`src/rtl/boot_loader_ctrl_pkg.sv`:
```
// Shared constants for the rv32i boot loader: default geometry, FSM state
// encodings and the word-to-byte address shift.
package boot_loader_ctrl_pkg;

  localparam int unsigned DEF_ADDR_WIDTH = 10;
  localparam int unsigned DEF_DATA_WIDTH = 32;
  localparam int unsigned DEF_I_DEPTH    = 256;
  localparam int unsigned DEF_D_DEPTH    = 256;

  // BRAM addresses are byte addresses of 32-bit words
  localparam int unsigned WORD_SHIFT = 2;

  localparam logic [2:0] ST_IDLE   = 3'd0;
  localparam logic [2:0] ST_HDR_D  = 3'd1;
  localparam logic [2:0] ST_HDR_I  = 3'd2;
  localparam logic [2:0] ST_LOAD_D = 3'd3;
  localparam logic [2:0] ST_LOAD_I = 3'd4;
  localparam logic [2:0] ST_START  = 3'd5;
  localparam logic [2:0] ST_RUN    = 3'd6;
  localparam logic [2:0] ST_ERR    = 3'd7;

endpackage

```
`src/rtl/boot_loader_ctrl.sv`:
```
// Boot sequencer: streams a data image and a program image into the BRAMs,
// pulses the core reset once, then releases the core to run.
module boot_loader_ctrl
  import boot_loader_ctrl_pkg::*;
#(
  parameter int unsigned ADDR_WIDTH = DEF_ADDR_WIDTH,
  parameter int unsigned DATA_WIDTH = DEF_DATA_WIDTH,
  parameter int unsigned I_DEPTH    = DEF_I_DEPTH,
  parameter int unsigned D_DEPTH    = DEF_D_DEPTH
) (
  input  logic                  clk,
  input  logic                  rst,
  input  logic                  start,
  input  logic                  restart,
  input  logic                  s_valid,
  input  logic [DATA_WIDTH-1:0] s_data,
  output logic                  s_ready,
  output logic [ADDR_WIDTH-1:0] i_w_addr,
  output logic [DATA_WIDTH-1:0] i_w_dat,
  output logic                  i_w_enb,
  output logic [ADDR_WIDTH-1:0] d_w_addr,
  output logic [DATA_WIDTH-1:0] d_w_dat,
  output logic                  d_w_enb,
  output logic                  d_bram_init_done,
  output logic                  core_rst,
  output logic                  pc_stall,
  output logic                  i_r_enb,
  output logic                  rd_enbl,
  output logic                  running,
  output logic                  error
);

  // Counters are one bit wider than the depth index so a full-depth count fits
  localparam int unsigned D_CNT_W = $clog2(D_DEPTH) + 1;
  localparam int unsigned I_CNT_W = $clog2(I_DEPTH) + 1;
  localparam int unsigned CNT_W   = (D_CNT_W > I_CNT_W) ? D_CNT_W : I_CNT_W;

  localparam logic [DATA_WIDTH-1:0] D_MAX = DATA_WIDTH'(D_DEPTH);
  localparam logic [DATA_WIDTH-1:0] I_MAX = DATA_WIDTH'(I_DEPTH);

  logic [2:0]       state, next_state;
  logic [CNT_W-1:0] word_cnt, nd, ni;
  logic             hs, d_last, i_last;

  function automatic logic [ADDR_WIDTH-1:0] word_addr(input logic [CNT_W-1:0] k);
    logic [CNT_W+WORD_SHIFT-1:0] byte_addr;
    byte_addr = {k, {WORD_SHIFT{1'b0}}};
    return ADDR_WIDTH'(byte_addr);
  endfunction

  assign hs     = s_valid && s_ready;
  assign d_last = (word_cnt == nd - CNT_W'(1));
  assign i_last = (word_cnt == ni - CNT_W'(1));

  always_comb begin
    next_state = state;
    if (restart) begin
      next_state = ST_IDLE;
    end else begin
      case (state)
        ST_IDLE:   if (start) next_state = ST_HDR_D;
        ST_HDR_D:  if (hs) next_state = (s_data > D_MAX) ? ST_ERR : ST_HDR_I;
        ST_HDR_I: begin
          if (hs) begin
            if (s_data == '0 || s_data > I_MAX) next_state = ST_ERR;
            else if (nd == '0)                  next_state = ST_LOAD_I;
            else                                next_state = ST_LOAD_D;
          end
        end
        ST_LOAD_D: if (hs && d_last) next_state = ST_LOAD_I;
        ST_LOAD_I: if (hs && i_last) next_state = ST_START;
        ST_START:  next_state = ST_RUN;
        default:   next_state = state;
      endcase
    end
  end

  // Control outputs are registered decodes of the next state, so they line up with state
  always_ff @(posedge clk) begin
    if (!rst) begin
      state            <= ST_IDLE;
      word_cnt         <= '0;
      nd               <= '0;
      ni               <= '0;
      s_ready          <= 1'b0;
      i_w_addr         <= '0;
      i_w_dat          <= '0;
      i_w_enb          <= 1'b0;
      d_w_addr         <= '0;
      d_w_dat          <= '0;
      d_w_enb          <= 1'b0;
      d_bram_init_done <= 1'b0;
      core_rst         <= 1'b0;
      pc_stall         <= 1'b1;
      i_r_enb          <= 1'b0;
      rd_enbl          <= 1'b0;
      running          <= 1'b0;
      error            <= 1'b0;
    end else begin
      state            <= next_state;
      i_w_enb          <= 1'b0;
      d_w_enb          <= 1'b0;
      s_ready          <= (next_state == ST_HDR_D)  || (next_state == ST_HDR_I) ||
                          (next_state == ST_LOAD_D) || (next_state == ST_LOAD_I);
      core_rst         <= (next_state == ST_START);
      d_bram_init_done <= (next_state == ST_START) || (next_state == ST_RUN);
      pc_stall         <= (next_state != ST_RUN);
      i_r_enb          <= (next_state == ST_RUN);
      rd_enbl          <= (next_state == ST_RUN);
      running          <= (next_state == ST_RUN);
      error            <= (next_state == ST_ERR);

      if (restart) begin
        word_cnt <= '0;
        nd       <= '0;
        ni       <= '0;
      end else begin
        case (state)
          ST_IDLE:  word_cnt <= '0;
          ST_HDR_D: if (hs) nd <= CNT_W'(s_data);
          ST_HDR_I: begin
            if (hs) begin
              ni       <= CNT_W'(s_data);
              word_cnt <= '0;
            end
          end
          ST_LOAD_D: begin
            if (hs) begin
              d_w_enb  <= 1'b1;
              d_w_addr <= word_addr(word_cnt);
              d_w_dat  <= s_data;
              word_cnt <= d_last ? '0 : word_cnt + CNT_W'(1);
            end
          end
          ST_LOAD_I: begin
            if (hs) begin
              i_w_enb  <= 1'b1;
              i_w_addr <= word_addr(word_cnt);
              i_w_dat  <= s_data;
              word_cnt <= i_last ? '0 : word_cnt + CNT_W'(1);
            end
          end
          default: word_cnt <= word_cnt;
        endcase
      end
    end
  end

endmodule
```
`config.mk`:
```
export PLATFORM = sky130hd
export DESIGN_NAME = boot_loader_ctrl
export DESIGN_NICKNAME = d
export VERILOG_FILES = /design/src/rtl/boot_loader_ctrl_pkg.sv /design/src/rtl/boot_loader_ctrl.sv
export SDC_FILE = /design/constraint.sdc
export NUM_CORES = 1
export LEC_CHECK = 0
export BUFFER_PORTS_ARGS = -buffer_cell sky130_fd_sc_hd__buf_2
export CAP_MARGIN = 20
export CORE_MARGIN = 10
export CORE_UTILIZATION = 40
export CTS_CLUSTER_SIZE = 10
export DETAILED_ROUTE_END_ITERATION = 6
export HOLD_SLACK_MARGIN = 0.1
export PLACE_DENSITY = 0.68
export SLEW_MARGIN = 15
export SYNTH_ARGS = -nofsm -noshare
export SYNTH_HDL_FRONTEND = slang
export SYNTH_SLANG_ARGS = --single-unit
```
`constraint.sdc`:
```
create_clock -name clk -period 3.1 [get_ports clk]
set_input_delay 0.93 -clock clk [delete_from_list [all_inputs] [get_ports clk]]
set_output_delay 0.93 -clock clk [all_outputs]
set_load 0.03 [all_outputs]
```
---- Word-level counts from Yosys, hierarchy flattened ----
Cells that the tools add are included.
storage, ports and cells
  logic and storage cells ................. 79
  register bits ........................... 118
  input port bits ......................... 37
operators by class
  bitwise logic cells ..................... 4
  order comparisons ....................... 1
  equal/unequal tests ..................... 18
  reductions and logical operators ........ 20
  muxes and demuxes ....................... 17
  add/sub/neg operators ................... 3
operators with widths
  kind                                                                    count
  9-bit two-way mux                                                       5
  9-bit one-hot mux with 4 select lines                                   1
  32-bit by 9-bit > comparator with 1-bit output (second input constant)  1
  32-bit logical NOT                                                      1
  3-bit two-way mux                                                       9
  3-bit == test (second input constant)                                   6
  9-bit == test                                                           2
  3-bit one-hot mux with 6 select lines                                   1
  9-bit by 1-bit subtractor with 9-bit output (second input constant)     2
  3-bit by 2-bit == test with 1-bit output (second input constant)        4
  9-bit by 1-bit adder with 9-bit output (second input constant)          1
  9-bit logical NOT                                                       1
  3-bit by 1-bit == test with 1-bit output (second input constant)        2
  2-bit != test (second input constant)                                   3
  3-bit AND reduction                                                     2
  3-bit OR reduction                                                      2
  1-bit logical OR                                                        5
  1-bit inverter                                                          4
  2-bit AND reduction                                                     2
  4-bit AND reduction                                                     1
  4-bit nonzero test                                                      1
  1-bit logical AND                                                       3
  3-bit logical NOT                                                       1
  3-bit != test (second input constant)                                   1
  other kinds (2)                                                         2

---- Logic depth before layout (Yosys ltp) ----
Gate-level depths: netlist (run 1).
  depth in word-level cells ............... 10
  gate-level depth with buffers ........... 10
  gate-level depth less buffers ........... 10

---- Worst setup path after synthesis (run 1) ----
Ideal clock, no wire load.
  path kind ............................... input to register
  from .................................... input port s_data[4]
  to ...................................... register s_ready
  setup slack ............................. 0.275 ns
  path buffers ............................ 0
  stages .................................. 8
  arrival time ............................ 2.710 ns
  setup time .............................. 0.116 ns
  cell sequence ........................... or4_1 o21a_1 nor4_1 a21boi_0 o22ai_1 o211a_2 a211oi_1 a31o_1
on the way
  word-level cells in the longest chain between the ends .. 10
  elaborated cells on any way between the ends .. 16
  classes of those cells .................. order compare: 1; eq/ne: 4; mux: 6; reduce/logical: 5
ends and longest elaborated chain
  element                                                                                               line                                            text
  start, declared                                                                                       boot_loader_ctrl.sv:16                          input logic [DATA_WIDTH-1:0] s_data,
  32-bit by 9-bit > comparator with 1-bit output or 32-bit logical NOT (tied branches)                  boot_loader_ctrl.sv:62, boot_loader_ctrl.sv:65
  1-bit logical OR                                                                                      boot_loader_ctrl.sv:65                          if (s_data == '0 || s_data > I_MAX) next_state = ST_ERR;
  3-bit two-way mux                                                                                     boot_loader_ctrl.sv:65
  3-bit two-way mux                                                                                     boot_loader_ctrl.sv:64                          if (hs) begin
  3-bit one-hot mux with 6 select lines *                                                               boot_loader_ctrl.sv:60                          case (state)
  3-bit two-way mux *                                                                                   boot_loader_ctrl.sv:57                          if (restart) begin
  3-bit by 1-bit == test with 1-bit output or 3-bit by 2-bit == test with 1-bit output (tied branches)  boot_loader_ctrl.sv:103                         s_ready <= (next_state == ST_HDR_D) || (next_state == ST_HDR_I) ||
  1-bit logical OR (2 in a row)                                                                         boot_loader_ctrl.sv:103
  1-bit logical OR *                                                                                    boot_loader_ctrl.sv:104                         (next_state == ST_LOAD_D) || (next_state == ST_LOAD_I);
  end signal, assigned                                                                                  boot_loader_ctrl.sv:103
  end, declared                                                                                         boot_loader_ctrl.sv:17                          output logic s_ready,
Every way passes the cells marked *; elsewhere a longest branch is shown, timed or not.
A chain may end at the register's enable or synchronous reset.

---- Final worst setup path (run 1) ----
  from .................................... register nd[0]
  to ...................................... register d_bram_init_done
on the way
  word-level cells in the longest chain between the ends .. 8
  elaborated cells on any way between the ends .. 13
  classes of those cells .................. add/sub: 1; eq/ne: 3; mux: 6; reduce/logical: 3
ends and longest elaborated chain
  element                                                                           line                                            text
  start, declared                                                                   boot_loader_ctrl.sv:42                          logic [CNT_W-1:0] word_cnt, nd, ni;
  start signal, assigned                                                            boot_loader_ctrl.sv:120                         ST_HDR_D: if (hs) nd <= CNT_W'(s_data);
  9-bit by 1-bit subtractor with 9-bit output or 9-bit logical NOT (tied branches)  boot_loader_ctrl.sv:52, boot_loader_ctrl.sv:66
  9-bit == test or 3-bit two-way mux (tied branches)                                boot_loader_ctrl.sv:52, boot_loader_ctrl.sv:66
  1-bit logical AND or 3-bit two-way mux (tied branches)                            boot_loader_ctrl.sv:70, boot_loader_ctrl.sv:65
  3-bit two-way mux, on equally long branches                                       boot_loader_ctrl.sv:70, boot_loader_ctrl.sv:64
  3-bit one-hot mux with 6 select lines *                                           boot_loader_ctrl.sv:60
  3-bit two-way mux *                                                               boot_loader_ctrl.sv:57
  3-bit == test                                                                     boot_loader_ctrl.sv:106                         d_bram_init_done <= (next_state == ST_START) || (next_state == ST_RUN);
  1-bit logical OR *                                                                boot_loader_ctrl.sv:106
  end signal, assigned                                                              boot_loader_ctrl.sv:106
  end, declared                                                                     boot_loader_ctrl.sv:24                          output logic d_bram_init_done,
Marked as above.

==> metrics list, run 1 <==
- Top FF cell, synth: sky130_fd_sc_hd__dfxtp_1
- Layout-stage area growth over the synthesis result: 27.3%
- After filler insertion, the fill cell instance count of the layout stands at 1280.
- In this run the remaining antenna-violating nets after routing total 0.
* Number of antenna violations at the first check in global routing: 0
* Slack of the worst reg-to-reg path: roughly 0.26 ns
- In this run, synthesis produced a sequential element count of 118.
- For this run, design rule violations remaining after detail routing come to 0.
- The via count of the first global-routing pass is 4804.
* Row Count: 42
- Data arrives at the worst endpoint at 3.17 ns.
- In this run the most critical hold path is launched from i_w_dat[3]$_SDFFE_PN0P_.
- The placed instances occupy a cell area of 0.00618 mm².
- Max FO, Critical Path: 8
* Biggest cell delay along the critical path: 0.43 ns
* Warning count from the yosys run: 0
* Post-synth EDFFs: 0
* Library cell contributing the largest single delay on the critical path: sky130_fd_sc_hd__dfxtp_1
- Setup crit start kind: flip-flop
* Count of port buffers added during placement: 126
- Synthesized instance count: roughly 640
* VDD IR-drop max: 0.000302 V
- Starting DRT DRC Count: 251
* Setup repair after global routing missed its margin: no
- Clock Root Buffer: sky130_fd_sc_hd__clkbuf_16
* Crit end category: flip-flop
* Placed wire-length estimate: around 11000 µm
* Most repeated cell in the gate-level netlist after synthesis: sky130_fd_sc_hd__nand2_1
- Remaining Overflow, GRT: 0
* Avg WL per Cell: 16.3 µm
- Global placement routability congestion: 0.858
- The core region is approximately 0.013 mm².
- Area contributors post-synth: sky130_fd_sc_hd__dfxtp_1 (44%), sky130_fd_sc_hd__nand2_1 (13%), sky130_fd_sc_hd__a21boi_0 (12%)
- The worst register-to-register path ends at d_bram_init_done$_SDFF_PN0_.
* Total length of routed wires: 15400 µm
- All-layer global routing usage: 17.0%
- Count of unique library cells instantiated by Yosys: 63
- Once the floorplan was initialized, standard cells occupied 40.5% of the core.
* Number of setup violations in the final report: 0
* Status: finished clean
- Fraction of layout cells with a size suffix above 1: 25.7%
- In this run the tightest slew margin relative to its limit is roughly 54%.
- Across the whole layout, storage elements account for about 0.0024 mm².
- Crit path required time: 3.43 ns
* Final hold violation count: 0
- Final worst-path setup slack: 0.259 ns
- Clock-pin slew was measured on the worst setup and hold paths at 0.05 ns.
* End of the worst hold path: i_w_dat[3]$_SDFFE_PN0P_
- In the final design database the tool counted 800 nets.
- Walking the worst path, the cells encountered are inv_1 > ha_1 > nor2b_1 > or3_1 > a31o_1 > a2111o_1 > or3_4 > a21oi_4 > nand2_1 > o31ai_2.
- Final Cycle Share: 91.7%
- For this run, the share of the core covered by cells in the final layout is 51.5%.
- Width of the chip: 135 µm
- For this design, the sink count on the clock tree is 118.
- Using the TritonRoute via totals, the vias-per-cell ratio works out to 5.11.
- Insertion delay of the later-clocked pin in the worst-skew pair: 0.41 ns
- Mean instance size in the synthesized netlist: just over 8 µm²
- Combined area of all synthesized cells: 0.00532 mm²
* Worst Max-Slew Pin Slew: approximately 0.70 ns
- Number of standard cells in the final layout excluding fillers: 947
* Power per cell area: around 530 mW/mm²
* Path class of the lowest-slack min-delay path: reg -> reg
* Depth of the worst register-to-register path: 10
- Total Negative Setup Slacks: 0 ns
* Combined buffer and inverter count along the critical path: 1
* Async S/R FF share, synth: 0%
* Count of hold buffers inserted by post-cts repair: 0
- Max-cap violations in this run came to 0.
* Overall power: 3.57 mW
- The clock tree synthesis step divided the H-tree into 4 levels.
* Minimum clock period: 2.84 ns
- Maximum clock rate: 352 MHz
- Post-place setup slack: -0.0711 ns
- 0 antenna diodes ended up in the layout.
- Static Leak: 2.68 nW
- Clock tree from TritonCTS: built
- Cell count after placement: 917
* I/O pin total: 131
- DRT Pass-1 Iters: 4
* Seq/Total Area, Yosys: about 44%
- The worst hold path passes through 2 cells.
* Final worst clock skew: 0.00512 ns
* Multi-input combinational cell area: around 0.0027 mm²
* Worst hold slack: 0.458 ns
- Entering global routing, the biggest net connects between 80 and 90 pins.
- The finished cells cover 0.00677 mm².
- Total Die Area: approximately 0.018 mm²
* Setup bufs post-CTS: 0
- Final Max Tran Viols: 0
- The worst register-to-register path begins at nd[0]$_SDFFE_PP0P_.
- Across all layers, the routed design uses 4838 vias.
* Clock buffer depth: 2
* Die height: 135 µm
- The first global-routing pass estimated 25000 µm of wire.
- Share of the synthesized area in the top cell type: between 40% and 50%
- Cell type with the largest total area after synthesis: sky130_fd_sc_hd__dfxtp_1
* Most common library cells after synthesis: sky130_fd_sc_hd__nand2_1 (178), sky130_fd_sc_hd__dfxtp_1 (118), sky130_fd_sc_hd__a21boi_0 (82)
- TritonCTS Buffers: 17
* Gates resized, CTS repair: 0
- The setup path with the least slack is of type reg -> reg.
* Kind of cell with the highest combined delay on the critical path: compound AO/OA/AOI/OAI gates
[area by class of cell]
| type | count | share of cell area (%) |
|---|---|---|
| multi-input combinational | 468 | 40.5 |
| tap | 176 | 3.25 |
| inverter | 7 | 0.388 |
| timing repair buffer | 148 | 12.3 |
| clock inverter | 8 | 1.46 |
| clock buffer | 22 | 7.16 |
| sequential | 118 | 34.9 |
[sequential cells by signal (all words and copies together), names as in the netlist]
signal / cells
nd: 9
core_rst: 1
running: 1
d_w_addr: 8
error: 1
d_w_dat: 32
pc_stall: 1
d_w_enb: 1
i_w_dat: 32
word_cnt: 9
s_ready: 1
state: 3
i_w_addr: 8
ni: 9
d_bram_init_done: 1
i_w_enb: 1
[worst max path at each step]
stage	startpoint	depth (start not counted)	to	slack [ns]
after floorplan	s_data[4]	8	s_ready$_SDFF_PN0_	0.27
after global placement	s_data[17]	10	s_ready$_SDFF_PN0_	-0.06
after detailed placement	s_data[24]	10	s_ready$_SDFF_PN0_	-0.07
after CTS	nd[0]$_SDFFE_PP0P_	10	d_bram_init_done$_SDFF_PN0_	0.26
after global routing	nd[0]$_SDFFE_PP0P_	10	d_bram_init_done$_SDFF_PN0_	0.03
final	nd[0]$_SDFFE_PP0P_	10	d_bram_init_done$_SDFF_PN0_	0.26
[power breakdown]
group | internal [mW] | switching [mW]
sequential | 1.52 | 0.00378
combinational | 0.0507 | 0.0713
clock | 1.25 | 0.669
[cell usage in the layout (no fill, tap or decap), types with 8 or more instances in the layout]
cell	count
sky130_fd_sc_hd__nor3_1	8
sky130_fd_sc_hd__clkbuf_16	17
sky130_fd_sc_hd__a21boi_0	82
sky130_fd_sc_hd__xnor2_1	13
sky130_fd_sc_hd__buf_2	126
sky130_fd_sc_hd__buf_4	19
sky130_fd_sc_hd__nand4_1	8
sky130_fd_sc_hd__nor2_1	42
sky130_fd_sc_hd__dfxtp_1	118
sky130_fd_sc_hd__mux2i_1	18
sky130_fd_sc_hd__xor2_1	11
sky130_fd_sc_hd__nand2_1	178
[metal layers]
metal  wire length, µm  global-route usage (%)
met5                 0                       0
met4               213                    5.32
met2              7430                    27.4
met3              1060                    5.93
met1              6750                    20.7
[cells by family after synthesis]
group	synth area share (%)
and+or+nand+nor	24.7
AOI/OAI and AO/OA	18.0
DFF	44.4
buffers and inverters	4.52
xor gates and xnor gates	3.95
muxes	3.60
adders and majority gates	0.706
other	0.0706
[worst register-to-register path, stage by stage (launching register included)]
cell and delay (ns):
sky130_fd_sc_hd__dfxtp_1 0.43, sky130_fd_sc_hd__inv_1 0.07, sky130_fd_sc_hd__ha_1 0.29, sky130_fd_sc_hd__nor2b_1 0.16, sky130_fd_sc_hd__or3_1 0.35, sky130_fd_sc_hd__a31o_1 0.23
sky130_fd_sc_hd__a2111o_1 0.40, sky130_fd_sc_hd__or3_4 0.36, sky130_fd_sc_hd__a21oi_4 0.22, sky130_fd_sc_hd__nand2_1 0.09, sky130_fd_sc_hd__o31ai_2 0.16
Note: power is estimated with default switching activity, not from simulation.
==> run 2: changes to the inputs <==
--- a/config.mk
+++ b/config.mk
@@ -12,7 +12,7 @@
 export CTS_CLUSTER_SIZE = 10
 export DETAILED_ROUTE_END_ITERATION = 6
 export HOLD_SLACK_MARGIN = 0.1
-export PLACE_DENSITY = 0.68
+export PLACE_DENSITY = 0.65
 export SLEW_MARGIN = 15
 export SYNTH_ARGS = -nofsm -noshare
 export SYNTH_HDL_FRONTEND = slang
==> constraint.sdc (replaced) <==
create_clock -name clk -period 2.45 [get_ports clk]
set_input_delay 0.735 -clock clk [delete_from_list [all_inputs] [get_ports clk]]
set_output_delay 0.735 -clock clk [all_outputs]
set_load 0.03 [all_outputs]
==> metrics list, run 2 (synthesized netlist as in run 1, its figures left out) <==
- First-pass GRT wire length: roughly 26000 µm
* Number of standard cells in the final layout excluding fillers: 995
* Row Count: 42
- The count of final hold-check violations was 0.
- For this design the static power due to leakage is 2.93 nW.
- Number of antenna violations at the first check in global routing: 0
* Avg WL per Cell: 17.2 µm
- Post-DP Area: 0.00652 mm²
* Total length of routed wires: about 17000 µm
- Via count: 5087
- Together, buffers and inverters on the worst path number 1.
- On the final layout, the worst clock skew is 0.00704 ns.
* All-layer global routing usage: a little under a fifth
- Count of maximum capacitance violations: 0
- At the later pin of the worst-skew pair, clock insertion delay measures 0.42 ns.
- From bottom edge to top edge, the die measures roughly 140 µm.
- Data on the critical path arrives at its endpoint at 2.85 ns.
* Number of sinks handled by clock tree synthesis: 118
- The region available for standard cell placement spans 0.0131 mm².
* Starting DRT DRC Count: 455
- The net count of the finished layout is around 850.
* Initial Util: between 40% and 50%
* Cell chain of the critical path: inv_2 > ha_4 > nor2b_1 > or3_1 > a31o_1 > a2111o_1 > or3_4 > a21oi_4 > nand2_1 > o31ai_2
- Measured along the x axis, the die boundary spans 135 µm.
- The final reports fail on setup timing.
- Global placement routability congestion: 0.917
* Reg clk slew, reported paths: around 0.050 ns
- Overall power: 4.32 mW
* I/O pin total: 131
* Mean number of vias per cell: 5.11
- After legalization and detailed placement, the total HPWL measured 12300 µm.
- The pre-antenna-repair detailed-routing pass consisted of 5 iterations.
- Power spread over the standard cell area amounts to 600 mW/mm².
- Critical Setup Path Class: reg -> reg
- Of all nets on the critical path, the largest fanout is 5.
- The clock passes through at most 2 buffers.
- Clock Root Buffer: sky130_fd_sc_hd__clkbuf_16
- Number of setup violations in the final report: 4
- The total count of max-transition violations in the final report was 0.
- Entering global routing, the biggest net connects 83 pins.
* VDD IR-drop max: 0.000336 V
- The area growth from synthesis to layout is 35.5%.
- STA classifies the critical path endpoint as a flip-flop.
- The worst setup path is launched from a flip-flop.
* Cell count after placement: 960
- Buffers placed on the I/O ports in this run total 126.
- Setup repair after global routing could not meet its margin everywhere.
- In the final layout, the share of cells above drive strength 1 is 32.2%.
- Remaining Overflow, GRT: 0
- For this run, the slowest stage of the critical path takes 0.40 ns.
- Final worst-path setup slack: -0.0603 ns
- The library cells used most frequently in the layout, excluding fill and tap cells, are sky130_fd_sc_hd__nand2_1 (178), sky130_fd_sc_hd__buf_2 (125), sky130_fd_sc_hd__dfxtp_1 (116).
- On the critical path the largest part of the delay comes from simple AND/OR/NAND/NOR gates.
- Total Die Area: 0.0183 mm²
- The number of antenna diodes in the final layout is 0.
* Worst Max-Slew Pin Slew: 0.822 ns
- Maximum level of the CTS H-tree: 4
- The worst pin sits at a relative slew slack of a little under half.
* Maximum clock rate: 398 MHz
- On the critical path, the stage with the largest delay is an instance of sky130_fd_sc_hd__or3_4.
- Status: complete, but fails checks
- Of the available clock period, the critical path in the final layout requires 102%.
- Slack of the worst reg-to-reg path: -0.06 ns
* Residual DRC count: 0
- Post-detailed-route count of antenna-violating nets: 0
- Path class of the lowest-slack min-delay path: reg -> reg
- Vias in the first global route: 5027
- Buffers inserted to repair hold after CTS numbered 0.
- Counting the fill cells in the layout gives between 1000 and 1500.
- Crit path required time: about 2.8 ns
- Leaving out fill and tap cells, the most frequent cell in the layout is sky130_fd_sc_hd__nand2_1.
* Clock tree from TritonCTS: built
* TritonCTS Buffers: 17
* Minimum clock period: 2.51 ns
* Final design instance area without fill: between 0.007 and 0.008 mm²
- Top flop regs: d_w_dat: 32 flops, i_w_dat: 32 flops
[run 2: stage by stage]
stage                     hold slack, ns  setup slack [ns]  utilization (%)  TNS, ns
after floorplan                    0.482           -0.0757                -   -0.244
after global placement             0.448            -0.380             49.7    -3.07
after detailed placement           0.456            -0.474             49.7    -4.61
after CTS                          0.463           -0.0743             54.4  -0.0915
after global routing               0.481            -0.199             54.8   -0.712
final                              0.459           -0.0603             54.8   -0.151
[run 2: what timing repair did]
action	in CTS	in global routing
buffers inserted	5	1
setup endpoints to repair	16	16
gates resized for setup	14	11
pin swaps	16	10
[run 2: routing by layer]
metal  up-vias  track usage [%]  wire [µm]
met1      2395             20.7       6990
met2       175             30.5       8400
met5         -                0          0
li1       2484                -          -
met3        33             6.31       1340
met4         0             8.91        425
[run 2: cell type report]
class | count | area, µm² | area share [%]
Inverter | 7 | 26.3 | 0.365
Clock inverter | 5 | 25.0 | 0.347
Sequential cell | 118 | 2360 | 32.8
Timing Repair Buffer | 197 | 1210 | 16.8
Tap cell | 176 | 220 | 3.06
Multi-Input combinational cell | 468 | 2860 | 39.7
Clock buffer | 24 | 492 | 6.83
[run 2: path summary, 6_finish.rpt]
check | from | cells after the start | end
min | d_w_dat[23]$_SDFFE_PN0P_ | 2 | d_w_dat[23]$_SDFFE_PN0P_
max | nd[0]$_SDFFE_PP0P_ | 10 | d_bram_init_done$_SDFF_PN0_
min reg2reg | d_w_dat[23]$_SDFFE_PN0P_ | 2 | d_w_dat[23]$_SDFFE_PN0P_
max reg2reg | nd[0]$_SDFFE_PP0P_ | 10 | d_bram_init_done$_SDFF_PN0_
[run 2: where the power goes]
| part | internal (mW) | switching (mW) | leakage (nW) |
|---|---|---|---|
| Sequential | 1.92 | 0.00488 | 0.951 |
| Clock | 1.37 | 0.829 | 0.261 |
| Combinational | 0.0922 | 0.106 | 1.71 |
| Total | 3.38 | 0.940 | 2.93 |
[run 2: worst register-to-register path: cells and delay by family (launching register included)]
family,cells,cell delay [ns]
flops,1,0.33
buf+inv,1,0.04
fa+ha+maj,1,0.17
simple gates,4,0.99
compound gates,4,0.89
